===== src/rtl/mem_launch_pkg.sv =====
// Shared types and constants for the kernel launch controller and its
// saturating cycle counter.
package mem_launch_pkg;

    localparam int CNT_W      = 16;
    localparam int DEF_ADDR_W = 5;
    localparam int DEF_DATA_W = 32;

    typedef enum logic [2:0] {
        ST_LOAD   = 3'd0,
        ST_KRST   = 3'd1,
        ST_RUN    = 3'd2,
        ST_READ   = 3'd3,
        ST_RESULT = 3'd4
    } state_e;

    // Increment that sticks at all-ones instead of wrapping.
    function automatic logic [CNT_W-1:0] sat_inc(input logic [CNT_W-1:0] v);
        if (v == {CNT_W{1'b1}}) begin
            sat_inc = v;
        end else begin
            sat_inc = v + {{(CNT_W-1){1'b0}}, 1'b1};
        end
    endfunction

endpackage


===== src/rtl/mem_load_launch_if.sv =====
// Preload stream, RAM debug port and result handshake seen by the launch
// controller; master is the controller side, slave the host/RAM side.
interface mem_load_launch_if
    import mem_launch_pkg::*;
#(
    parameter int ADDR_W = DEF_ADDR_W,
    parameter int DATA_W = DEF_DATA_W
) ();

    logic              ld_valid;
    logic              ld_ready;
    logic [ADDR_W-1:0] ld_addr;
    logic [DATA_W-1:0] ld_data;
    logic              ld_last;

    logic [ADDR_W-1:0] dbg_wr_addr;
    logic [DATA_W-1:0] dbg_wr_data;
    logic              dbg_wr_en;
    logic [ADDR_W-1:0] dbg_addr;
    logic [DATA_W-1:0] dbg_data;

    logic              res_valid;
    logic              res_ready;
    logic [DATA_W-1:0] res_data;
    logic [CNT_W-1:0]  res_cycles;
    logic              res_timeout;

    modport master (
        input  ld_valid, ld_addr, ld_data, ld_last, dbg_data, res_ready,
        output ld_ready, dbg_wr_addr, dbg_wr_data, dbg_wr_en, dbg_addr,
               res_valid, res_data, res_cycles, res_timeout
    );

    modport slave (
        output ld_valid, ld_addr, ld_data, ld_last, dbg_data, res_ready,
        input  ld_ready, dbg_wr_addr, dbg_wr_data, dbg_wr_en, dbg_addr,
               res_valid, res_data, res_cycles, res_timeout
    );

endinterface


===== src/rtl/mem_load_launch_sat_counter.sv =====
// Clearable 16-bit up-counter that saturates at all-ones; times both the
// kernel reset hold and the kernel run.
module sat_counter
    import mem_launch_pkg::*;
(
    input  logic             clk,
    input  logic             rst,
    input  logic             clr,
    input  logic             en,
    output logic [CNT_W-1:0] count
);

    logic [CNT_W-1:0] count_r;

    // Count register; clear takes priority over enable.
    always_ff @(posedge clk or negedge rst) begin
        if (!rst) begin
            count_r <= {CNT_W{1'b0}};
        end else if (clr) begin
            count_r <= {CNT_W{1'b0}};
        end else if (en) begin
            count_r <= sat_inc(count_r);
        end else begin
            count_r <= count_r;
        end
    end

    assign count = count_r;

endmodule


===== src/rtl/mem_load_launch.sv =====
// Launch controller: preloads the shared RAM with the kernel held in reset,
// runs the kernel until done or timeout, then returns one result word.
module mem_load_launch
    import mem_launch_pkg::*;
#(
    parameter int ADDR_W      = DEF_ADDR_W,
    parameter int DATA_W      = DEF_DATA_W,
    parameter int RESULT_ADDR = 3,
    parameter int KRST_CYCLES = 2,
    parameter int READ_LAT    = 1,
    parameter int MAX_CYCLES  = 1024
) (
    input  logic              clk,
    input  logic              rst,
    mem_load_launch_if.master bus,
    output logic              kern_rst,
    input  logic              kern_valid
);

    localparam logic [CNT_W-1:0]  KRST_LAST = CNT_W'(KRST_CYCLES - 1);
    localparam logic [CNT_W-1:0]  MAX_CNT   = CNT_W'(MAX_CYCLES);
    localparam logic [CNT_W-1:0]  RD_LAST   = CNT_W'(READ_LAT);
    localparam logic [ADDR_W-1:0] RES_ADDR  = ADDR_W'(RESULT_ADDR);

    state_e state_r, state_nxt;

    logic [CNT_W-1:0] cnt_s;
    logic             cnt_clr_s, cnt_en_s;
    logic [CNT_W-1:0] rd_cnt_r, rd_cnt_nxt;
    logic [CNT_W-1:0] run_inc_s;
    logic             beat_s, last_beat_s, krst_done_s, run_done_s, read_done_s;

    logic              ld_ready_r,    ld_ready_nxt;
    logic              kern_rst_r,    kern_rst_nxt;
    logic              dbg_wr_en_r,   dbg_wr_en_nxt;
    logic [ADDR_W-1:0] dbg_wr_addr_r, dbg_wr_addr_nxt;
    logic [DATA_W-1:0] dbg_wr_data_r, dbg_wr_data_nxt;
    logic [ADDR_W-1:0] dbg_addr_r,    dbg_addr_nxt;
    logic              res_valid_r,   res_valid_nxt;
    logic [DATA_W-1:0] res_data_r,    res_data_nxt;
    logic [CNT_W-1:0]  res_cycles_r,  res_cycles_nxt;
    logic              res_timeout_r, res_timeout_nxt;

    // The counter holds the number of completed KRST or RUN cycles; after
    // the RUN exit edge it already includes the final run cycle.
    sat_counter u_cnt (
        .clk   (clk),
        .rst   (rst),
        .clr   (cnt_clr_s),
        .en    (cnt_en_s),
        .count (cnt_s)
    );

    assign beat_s      = (state_r == ST_LOAD) && bus.ld_valid && ld_ready_r;
    assign last_beat_s = beat_s && bus.ld_last;
    assign krst_done_s = (state_r == ST_KRST) && (cnt_s == KRST_LAST);
    assign run_inc_s   = sat_inc(cnt_s);
    assign run_done_s  = (state_r == ST_RUN) && (kern_valid || (run_inc_s >= MAX_CNT));
    assign read_done_s = (state_r == ST_READ) && (rd_cnt_r == RD_LAST);
    assign cnt_clr_s   = last_beat_s || krst_done_s;
    assign cnt_en_s    = (state_r == ST_KRST) || (state_r == ST_RUN);

    // State register.
    always_ff @(posedge clk or negedge rst) begin
        if (!rst) begin
            state_r <= ST_LOAD;
        end else begin
            state_r <= state_nxt;
        end
    end

    // Next-state decode.
    always_comb begin
        state_nxt = state_r;
        case (state_r)
            ST_LOAD: begin
                if (last_beat_s) state_nxt = ST_KRST;
                else             state_nxt = ST_LOAD;
            end
            ST_KRST: begin
                if (krst_done_s) state_nxt = ST_RUN;
                else             state_nxt = ST_KRST;
            end
            ST_RUN: begin
                if (run_done_s) state_nxt = ST_READ;
                else            state_nxt = ST_RUN;
            end
            ST_READ: begin
                if (read_done_s) state_nxt = ST_RESULT;
                else             state_nxt = ST_READ;
            end
            ST_RESULT: begin
                if (bus.res_ready) state_nxt = ST_LOAD;
                else               state_nxt = ST_RESULT;
            end
            default: state_nxt = ST_LOAD;
        endcase
    end

    // Next values of the registered outputs.
    always_comb begin
        ld_ready_nxt    = ld_ready_r;
        kern_rst_nxt    = kern_rst_r;
        dbg_wr_en_nxt   = 1'b0;
        dbg_wr_addr_nxt = dbg_wr_addr_r;
        dbg_wr_data_nxt = dbg_wr_data_r;
        dbg_addr_nxt    = dbg_addr_r;
        res_valid_nxt   = res_valid_r;
        res_data_nxt    = res_data_r;
        res_cycles_nxt  = res_cycles_r;
        res_timeout_nxt = res_timeout_r;
        case (state_r)
            ST_LOAD: begin
                kern_rst_nxt = 1'b1;
                if (beat_s) begin
                    dbg_wr_en_nxt   = 1'b1;
                    dbg_wr_addr_nxt = bus.ld_addr;
                    dbg_wr_data_nxt = bus.ld_data;
                    ld_ready_nxt    = ~bus.ld_last;
                end else begin
                    ld_ready_nxt = 1'b1;
                end
            end
            ST_KRST: begin
                ld_ready_nxt = 1'b0;
                kern_rst_nxt = ~krst_done_s;
            end
            ST_RUN: begin
                // A done flag on the timeout cycle still counts as success.
                if (run_done_s) begin
                    kern_rst_nxt    = 1'b1;
                    dbg_addr_nxt    = RES_ADDR;
                    res_timeout_nxt = ~kern_valid;
                end else begin
                    kern_rst_nxt = 1'b0;
                end
            end
            ST_READ: begin
                kern_rst_nxt = 1'b1;
                if (read_done_s) begin
                    res_valid_nxt  = 1'b1;
                    res_data_nxt   = bus.dbg_data;
                    res_cycles_nxt = cnt_s;
                end else begin
                    res_valid_nxt = 1'b0;
                end
            end
            ST_RESULT: begin
                if (bus.res_ready) begin
                    res_valid_nxt = 1'b0;
                    ld_ready_nxt  = 1'b1;
                end else begin
                    res_valid_nxt = 1'b1;
                    ld_ready_nxt  = 1'b0;
                end
            end
            default: begin
                ld_ready_nxt  = 1'b1;
                kern_rst_nxt  = 1'b1;
                res_valid_nxt = 1'b0;
            end
        endcase
    end

    // Read-latency counter, zero whenever READ is not active.
    always_comb begin
        if (state_r == ST_READ) begin
            rd_cnt_nxt = sat_inc(rd_cnt_r);
        end else begin
            rd_cnt_nxt = {CNT_W{1'b0}};
        end
    end

    // Read-latency counter register.
    always_ff @(posedge clk or negedge rst) begin
        if (!rst) begin
            rd_cnt_r <= {CNT_W{1'b0}};
        end else begin
            rd_cnt_r <= rd_cnt_nxt;
        end
    end

    // Output registers; reset drops any in-flight debug write at once.
    always_ff @(posedge clk or negedge rst) begin
        if (!rst) begin
            ld_ready_r    <= 1'b1;
            kern_rst_r    <= 1'b1;
            dbg_wr_en_r   <= 1'b0;
            dbg_wr_addr_r <= {ADDR_W{1'b0}};
            dbg_wr_data_r <= {DATA_W{1'b0}};
            dbg_addr_r    <= {ADDR_W{1'b0}};
            res_valid_r   <= 1'b0;
            res_data_r    <= {DATA_W{1'b0}};
            res_cycles_r  <= {CNT_W{1'b0}};
            res_timeout_r <= 1'b0;
        end else begin
            ld_ready_r    <= ld_ready_nxt;
            kern_rst_r    <= kern_rst_nxt;
            dbg_wr_en_r   <= dbg_wr_en_nxt;
            dbg_wr_addr_r <= dbg_wr_addr_nxt;
            dbg_wr_data_r <= dbg_wr_data_nxt;
            dbg_addr_r    <= dbg_addr_nxt;
            res_valid_r   <= res_valid_nxt;
            res_data_r    <= res_data_nxt;
            res_cycles_r  <= res_cycles_nxt;
            res_timeout_r <= res_timeout_nxt;
        end
    end

    assign bus.ld_ready    = ld_ready_r;
    assign bus.dbg_wr_en   = dbg_wr_en_r;
    assign bus.dbg_wr_addr = dbg_wr_addr_r;
    assign bus.dbg_wr_data = dbg_wr_data_r;
    assign bus.dbg_addr    = dbg_addr_r;
    assign bus.res_valid   = res_valid_r;
    assign bus.res_data    = res_data_r;
    assign bus.res_cycles  = res_cycles_r;
    assign bus.res_timeout = res_timeout_r;
    assign kern_rst        = kern_rst_r;

endmodule


===== src/flat_wrapper.sv =====
// flat-port wrapper written by rule: the top's interface ports become plain ports
module mem_load_launch_flat import mem_launch_pkg::*;
#(
    parameter int ADDR_W      = DEF_ADDR_W,
    parameter int DATA_W      = DEF_DATA_W,
    parameter int RESULT_ADDR = 3,
    parameter int KRST_CYCLES = 2,
    parameter int READ_LAT    = 1,
    parameter int MAX_CYCLES  = 1024
)
  (clk, rst, kern_rst, kern_valid, bus_ld_valid, bus_ld_addr, bus_ld_data, bus_ld_last, bus_dbg_data, bus_res_ready, bus_ld_ready, bus_dbg_wr_addr, bus_dbg_wr_data, bus_dbg_wr_en, bus_dbg_addr, bus_res_valid, bus_res_data, bus_res_cycles, bus_res_timeout);
  mem_load_launch_if #(.ADDR_W(ADDR_W), .DATA_W(DATA_W)) bus_i ();
  input  logic clk;
  input  logic rst;
  output logic kern_rst;
  input  logic kern_valid;
  input wire logic [$bits(bus_i.ld_valid)-1:0] bus_ld_valid;
  input wire logic [$bits(bus_i.ld_addr)-1:0] bus_ld_addr;
  input wire logic [$bits(bus_i.ld_data)-1:0] bus_ld_data;
  input wire logic [$bits(bus_i.ld_last)-1:0] bus_ld_last;
  input wire logic [$bits(bus_i.dbg_data)-1:0] bus_dbg_data;
  input wire logic [$bits(bus_i.res_ready)-1:0] bus_res_ready;
  output wire logic [$bits(bus_i.ld_ready)-1:0] bus_ld_ready;
  output wire logic [$bits(bus_i.dbg_wr_addr)-1:0] bus_dbg_wr_addr;
  output wire logic [$bits(bus_i.dbg_wr_data)-1:0] bus_dbg_wr_data;
  output wire logic [$bits(bus_i.dbg_wr_en)-1:0] bus_dbg_wr_en;
  output wire logic [$bits(bus_i.dbg_addr)-1:0] bus_dbg_addr;
  output wire logic [$bits(bus_i.res_valid)-1:0] bus_res_valid;
  output wire logic [$bits(bus_i.res_data)-1:0] bus_res_data;
  output wire logic [$bits(bus_i.res_cycles)-1:0] bus_res_cycles;
  output wire logic [$bits(bus_i.res_timeout)-1:0] bus_res_timeout;
  assign bus_i.ld_valid = bus_ld_valid;
  assign bus_i.ld_addr = bus_ld_addr;
  assign bus_i.ld_data = bus_ld_data;
  assign bus_i.ld_last = bus_ld_last;
  assign bus_i.dbg_data = bus_dbg_data;
  assign bus_i.res_ready = bus_res_ready;
  assign bus_ld_ready = bus_i.ld_ready;
  assign bus_dbg_wr_addr = bus_i.dbg_wr_addr;
  assign bus_dbg_wr_data = bus_i.dbg_wr_data;
  assign bus_dbg_wr_en = bus_i.dbg_wr_en;
  assign bus_dbg_addr = bus_i.dbg_addr;
  assign bus_res_valid = bus_i.res_valid;
  assign bus_res_data = bus_i.res_data;
  assign bus_res_cycles = bus_i.res_cycles;
  assign bus_res_timeout = bus_i.res_timeout;
  mem_load_launch #(.ADDR_W(ADDR_W), .DATA_W(DATA_W), .RESULT_ADDR(RESULT_ADDR), .KRST_CYCLES(KRST_CYCLES), .READ_LAT(READ_LAT), .MAX_CYCLES(MAX_CYCLES)) u_core (.clk(clk), .rst(rst), .bus(bus_i), .kern_rst(kern_rst), .kern_valid(kern_valid));
endmodule

===== config.mk =====
export PLATFORM = sky130hd
export DESIGN_NAME = mem_load_launch_flat
export DESIGN_NICKNAME = d
export VERILOG_FILES = /design/src/rtl/mem_launch_pkg.sv /design/src/rtl/mem_load_launch_if.sv /design/src/rtl/mem_load_launch_sat_counter.sv /design/src/rtl/mem_load_launch.sv /design/src/flat_wrapper.sv
export SDC_FILE = /design/constraint.sdc
export NUM_CORES = 1
export LEC_CHECK = 0
export CAP_MARGIN = 20
export CORE_UTILIZATION = 51
export DETAILED_ROUTE_END_ITERATION = 10
export PLACE_DENSITY_LB_ADDON = 0.08
export SLEW_MARGIN = 30
export SYNTH_ARGS = -nofsm -noshare
export SYNTH_HDL_FRONTEND = slang
export SYNTH_SLANG_ARGS = --single-unit
export TNS_END_PERCENT = 20

===== constraint.sdc =====
create_clock -name clk -period 4.7 [get_ports clk]
set_clock_uncertainty 0.2 [all_clocks]
set_input_delay 0.94 -clock clk [delete_from_list [all_inputs] [get_ports clk]]
set_output_delay 0.94 -clock clk [all_outputs]
set_load 0.02 [all_outputs]

== After elaboration in Yosys (flattened, before gate mapping) ==
Cells that the tools add are included.
W data, S select, Z words.

* $add $sub $neg: 2
* $lt $le $gt $ge: 1
* Equal/unequal tests: 9
* Multiplexer cells: 21
* Bitwise gates (word level): 3
* Reductions and logical operators: 16

{| class="wikitable"
|+ Operators with widths
! cell !! count
|-
| $mux W16 || 5
|-
| $add A16 B1 Y16 const B || 2
|-
| $eq A16 B1 Y1 const B || 2
|-
| $eq A16 B16 Y1 const B || 2
|-
| $ge A16 B11 Y1 const B || 1
|-
| $pmux W3 S5 || 1
|-
| $mux W1 || 9
|-
| $eq A3 B2 Y1 const B || 2
|-
| $logic_and A1 B1 Y1 || 6
|-
| $mux W3 || 2
|-
| $pmux W1 S3 || 2
|-
| $reduce_and A2 Y1 || 3
|-
| $pmux W1 S4 || 1
|-
| $eq A3 B1 Y1 const B || 1
|-
| $eq A3 B3 Y1 const B || 1
|-
| $logic_not A3 Y1 || 1
|-
| $logic_or A1 B1 Y1 || 3
|-
| $not A1 Y1 || 3
|-
| $reduce_or A3 Y1 || 1
|-
| $mux W2 || 1
|-
| $ne A2 B2 Y1 const B || 1
|-
| $reduce_bool A2 Y1 || 1
|-
| $reduce_or A2 Y1 || 1
|}

* Register bits after elaboration: 126
* Output and inout port bits: 95
* Word-level logic and storage cells: 65

== Longest topological paths before layout ==
* Depth in word-level cells: 7
* Mapped depth: 9

== Cells and area by module ==
From an unflattened synthesis, not the netlist that was laid out.

* Cells, all modules: 447
* Area total of the unflattened synthesis: 5,590.4 um^2

{| class="wikitable"
|+ By module, submodules not included
! module !! instances !! cells each !! area an instance (um^2) !! seq. area each (um^2)
|-
| mem_load_launch || 1 || 355 || 4,685.7 || 2,755.1
|-
| sat_counter || 1 || 92 || 904.6 || 400.4
|}

== Worst setup path after synthesis ==
OpenSTA, ideal clock, no wires.

* Path type: input port to flip-flop
* Start: input port bus_ld_valid
* End: register u_core.dbg_wr_addr_r[0] (netlist: u_core.bus.dbg_wr_addr[0])
* Data arrival time: 1.974 ns
* Setup slack: 2.401 ns
* Cell stages on the path: 5
* Path buffers: 3
* Cells stage by stage: and4_1 > clkbuf_1 > buf_2 > buf_4 > mux2_2

* Word-level cells in the longest chain between the ends: 3

{| class="wikitable"
|+ RTL lines
! item !! RTL line !! text
|-
| start, declared || flat_wrapper.sv:17 || <nowiki>input wire logic [$bits(bus_i.ld_valid)-1:0] bus_ld_valid;</nowiki>
|-
| $logic_and A1 B1 Y1 (2 in a row) || mem_load_launch.sv:54 || <nowiki>assign beat_s = (state_r == ST_LOAD) && bus.ld_valid && ld_ready_r;</nowiki>
|-
| $reduce_and A2 Y1 (no source line) || -- ||
|-
| end signal, assigned || mem_load_launch.sv:189 || <nowiki>dbg_wr_addr_r <= {ADDR_W{1'b0}};</nowiki>
|-
| end signal, assigned || mem_load_launch.sv:200 || <nowiki>dbg_wr_addr_r <= dbg_wr_addr_nxt;</nowiki>
|-
| end, declared || mem_load_launch.sv:36 || <nowiki>logic [ADDR_W-1:0] dbg_wr_addr_r, dbg_wr_addr_nxt;</nowiki>
|}

Every way passes these cells.
A chain may end at the register's enable or synchronous reset.

== Worst setup path after layout ==
* Start: register u_core.rd_cnt_r[1]
* End: register u_core.res_data_r[4] (netlist: u_core.bus.res_data[4])

* Word-level cells in the longest chain between the ends: 3

{| class="wikitable"
|+ RTL lines
! item !! RTL line !! text
|-
| start, declared || mem_load_launch.sv:29 || <nowiki>logic [CNT_W-1:0] rd_cnt_r, rd_cnt_nxt;</nowiki>
|-
| start signal, assigned || mem_load_launch.sv:177 || <nowiki>rd_cnt_r <= {CNT_W{1'b0}};</nowiki>
|-
| start signal, assigned || mem_load_launch.sv:179 || <nowiki>rd_cnt_r <= rd_cnt_nxt;</nowiki>
|-
| $eq A16 B1 Y1 || mem_load_launch.sv:59 || <nowiki>assign read_done_s = (state_r == ST_READ) && (rd_cnt_r == RD_LAST);</nowiki>
|-
| $logic_and A1 B1 Y1 || mem_load_launch.sv:59 ||
|-
| $reduce_and A2 Y1 (no source line) || -- ||
|-
| end signal, assigned || mem_load_launch.sv:193 || <nowiki>res_data_r <= {DATA_W{1'b0}};</nowiki>
|-
| end signal, assigned || mem_load_launch.sv:204 || <nowiki>res_data_r <= res_data_nxt;</nowiki>
|-
| end, declared || mem_load_launch.sv:40 || <nowiki>logic [DATA_W-1:0] res_data_r, res_data_nxt;</nowiki>
|}

Every way passes these cells.

==> metrics.txt <==
run status=complete, no violations; nets=706; TNS Setup=0 ns; CP max stage cell=nand2_2; vias per cell=5.38; worst path arrival time=roughly 3.1 ns; first-pass GRT wire length=20,800 µm; Routed WL=~13,000 µm; Final HPWL DP=9140 µm; met2 Resource Use GR=0.385; Post-Syn Instances=469; # port buffers=166; ys async rst share=1.00; period utilisation layout=0.605; die width=108 µm; clock sinks=126; Initial Util=0.524; R2R cell count=8; total grt overflow=0; Largest stage delay, worst path=0.46 ns; Inserted Clock Buffers=17; Seq/Total Area, Yosys=0.553; CTS tree=built; Top delay family on crit path=simple AND/OR/NAND/NOR gates; H-Tree Depth=4; Post-CTS Setup Inserts=0; Worst Tran Pin Value=0.967 ns; dpl ws=1.49 ns; io pins=170; Worst Setup Start Kind=flop; Final Setup Violations=0; number of synthesized flops with an enable pin=0; Max Fclk=about 350 MHz; GR peak layer=met2; Leak Pwr=3.34 nW; CP required=4.91 ns; vias=4,200; Layout area overhead=38.9%; Worst-path clk slew=0.06 ns; die area=0.0116 mm²; hold_ws=approximately 0.24 ns; worst hold path type=in2async; Mean Syn Cell Area=12.2 µm²; share of cells above drive strength 1=0.208; RSZ-0062 raised after global routing=no; Yosys reg bits=126; Pre-antenna DRT Iters=4; Max Buffers Root-to-Sink=2; Crit. path cell count=8; Filler cells=758; maximum VDD drop=0.000413 V; antenna-violating nets left=0; Post-synth top flop=dfrtp_1; Setup crit end kind=flop; final setup margin=between 1.5 and 2 ns; largest net degree at the start of global routing=77; DRC errors left=0; vias in the first global route=about 4,200; Crit Path Max Fanout=34; CTS Hold Bufs=0; GRT Total Usage=0.238; initial antenna violation count=0; grt met3 use=0.0569; clk root buf=clkbuf_8; crit path cell chain=inv_1 -> ha_1 -> nor4b_1 -> nand4_1 -> nor2_2 -> nand2_2 -> buf_4 -> mux2_2; synth warn=0; clk_lat worst skew=0.52 ns; Setup CP Type=reg2reg; Die Y=roughly 110 µm; GP Congestion=~0.86; diode count=0; pwr dens=641 mW/mm²; # resized after CTS=0; CP bufs+invs=2; FP Rows=38; max cap viols=0; crit path time final=2.84 ns; Post-Syn Area=0.00571 mm²; M1 GR Usage=0.296; core area=between 0.01 and 0.015 mm²; initial DRC count=201; Hold Violations, Final=0; Yosys cell types=56; wire per inst=16.4 µm; max-slew violation total from the final report=0; slew margin rel.=0.355
## final timing paths
path / start / to / slack (ns)
max: u_core.rd_cnt_r[1]$_DFFE_PN0P_ / u_core.bus.res_data[4]$_DFFE_PN0P_ / 1.86
min: rst / u_core.bus.res_cycles[12]$_DFFE_PN0P_ / 0.24
max reg2reg: u_core.rd_cnt_r[1]$_DFFE_PN0P_ / u_core.bus.res_data[4]$_DFFE_PN0P_ / 1.86
min reg2reg: u_core.bus.res_cycles[11]$_DFFE_PN0P_ / u_core.bus.res_cycles[11]$_DFFE_PN0P_ / 0.28
max in group asynchronous: rst / u_core.bus.res_cycles[3]$_DFFE_PN0P_ / 3.24
min in group clk: u_core.bus.res_cycles[11]$_DFFE_PN0P_ / u_core.bus.res_cycles[11]$_DFFE_PN0P_ / 0.28
## flip-flops by register name, indices dropped and copies added, names as in the netlist, 3 cells and up
name                    cells
u_core.bus.dbg_wr_data     32
u_core.bus.res_data        32
u_core.u_cnt.count         16
u_core.state_r              3
u_core.rd_cnt_r            16
u_core.bus.res_cycles      16
u_core.bus.dbg_wr_addr      5
## Yosys cell counts (all sizes together) (2+ instances only)
cell	number	area (µm²)
mux2i	7	70.1
inv	10	37.5
dfrtp	124	3100
a21oi	17	96.4
nor3	11	66.3
a31oi	2	12.5
nor2	38	148
xor2	9	78.8
o31ai	3	22.5
o22ai	3	18.8
clkbuf	5	18.8
buf	28	198
mux2	81	912
a211oi	7	57.6
and4	3	28.8
nor4	7	80.1
xnor2	5	43.8
o21ai	17	85.1
and3	3	18.8
dfstp	2	52.6
a41oi	2	36.3
and2	2	12.5
nand3	15	85.1
nand2	29	111
nor4b	2	23.8
nand4	19	138
ha	4	50.1
## placed cells by master (no fill, tap or decap), types with 2 or more instances in the layout
cell	count
ha_1	4
nor4_4	2
nor3_1	10
nand3_1	13
a31oi_1	2
dfstp_2	2
nand4_2	3
nor2_2	2
o21ai_0	17
clkdlybuf4s50_1	165
nand2_1	28
nor2_1	36
clkbuf_1	5
and3_1	3
xor2_1	9
inv_1	10
mux2_2	80
a211oi_1	6
nand3_2	2
mux2i_1	7
xnor2_1	5
clkbuf_8	4
bufinv_16	2
o31ai_1	3
conb_1	3
nor4_1	4
dfrtp_1	124
clkbuf_16	16
clkinv_2	5
o22ai_1	3
and2_1	2
buf_4	4
nand4_1	16
a21oi_1	16
## worst register-to-register path, cell delays in order (launching register included)
cell and delay [ns]:
dfrtp_1 0.41, inv_1 0.07, ha_1 0.13, nor4b_1 0.32, nand4_1 0.20, nor2_2 0.19, nand2_2 0.46, buf_4 0.43
mux2_2 0.31
## per-stage QoR
stage	instance area (µm²)	cells	utilization	power [mW]
CTS	7930	780	0.728	5.13
global placement	7370	748	0.677	3.82
global route	7930	780	0.728	5.36
detailed placement	7370	748	0.677	3.87
floorplan	5720	471	-	2.94
finish	7930	780	0.728	5.08
## cell type report
cell class,instances,area (µm²),share of cell area
well taps,140,175,0.0221
clock buffers,25,474,0.0598
clock inverters,7,85.1,0.0107
inverters,10,37.5,0.00473
multi-input cells,302,2310,0.291
flip-flops and latches,126,3160,0.398
repair buffers,170,1690,0.213
## per-layer routing
layer / wire [µm] / up-vias
met5: 0 / -
li1: - / 1989
met2: 6690 / 118
met4: 336 / 0
met1: 5210 / 2066
met3: 583 / 27
## logic make-up after synthesis
kind of cell    Yosys count  synth area share
buf+inv                  43            0.0445
fa+ha+maj                 4           0.00876
compound gates           60            0.0706
mux                      88             0.172
simple gates            133             0.129
flops                   126             0.553
xor+xnor                 14            0.0215
other cells               1          0.000657
## where the power goes
group / internal, mW / total, mW / switching (mW)
Clock: 0.792 / 1.24 / 0.445
Sequential: 1.47 / 1.73 / 0.259
Combinational: 1.06 / 2.12 / 1.05
Total: 3.33 / 5.08 / 1.76
No activity file was read; power rests on OpenSTA's default activity.
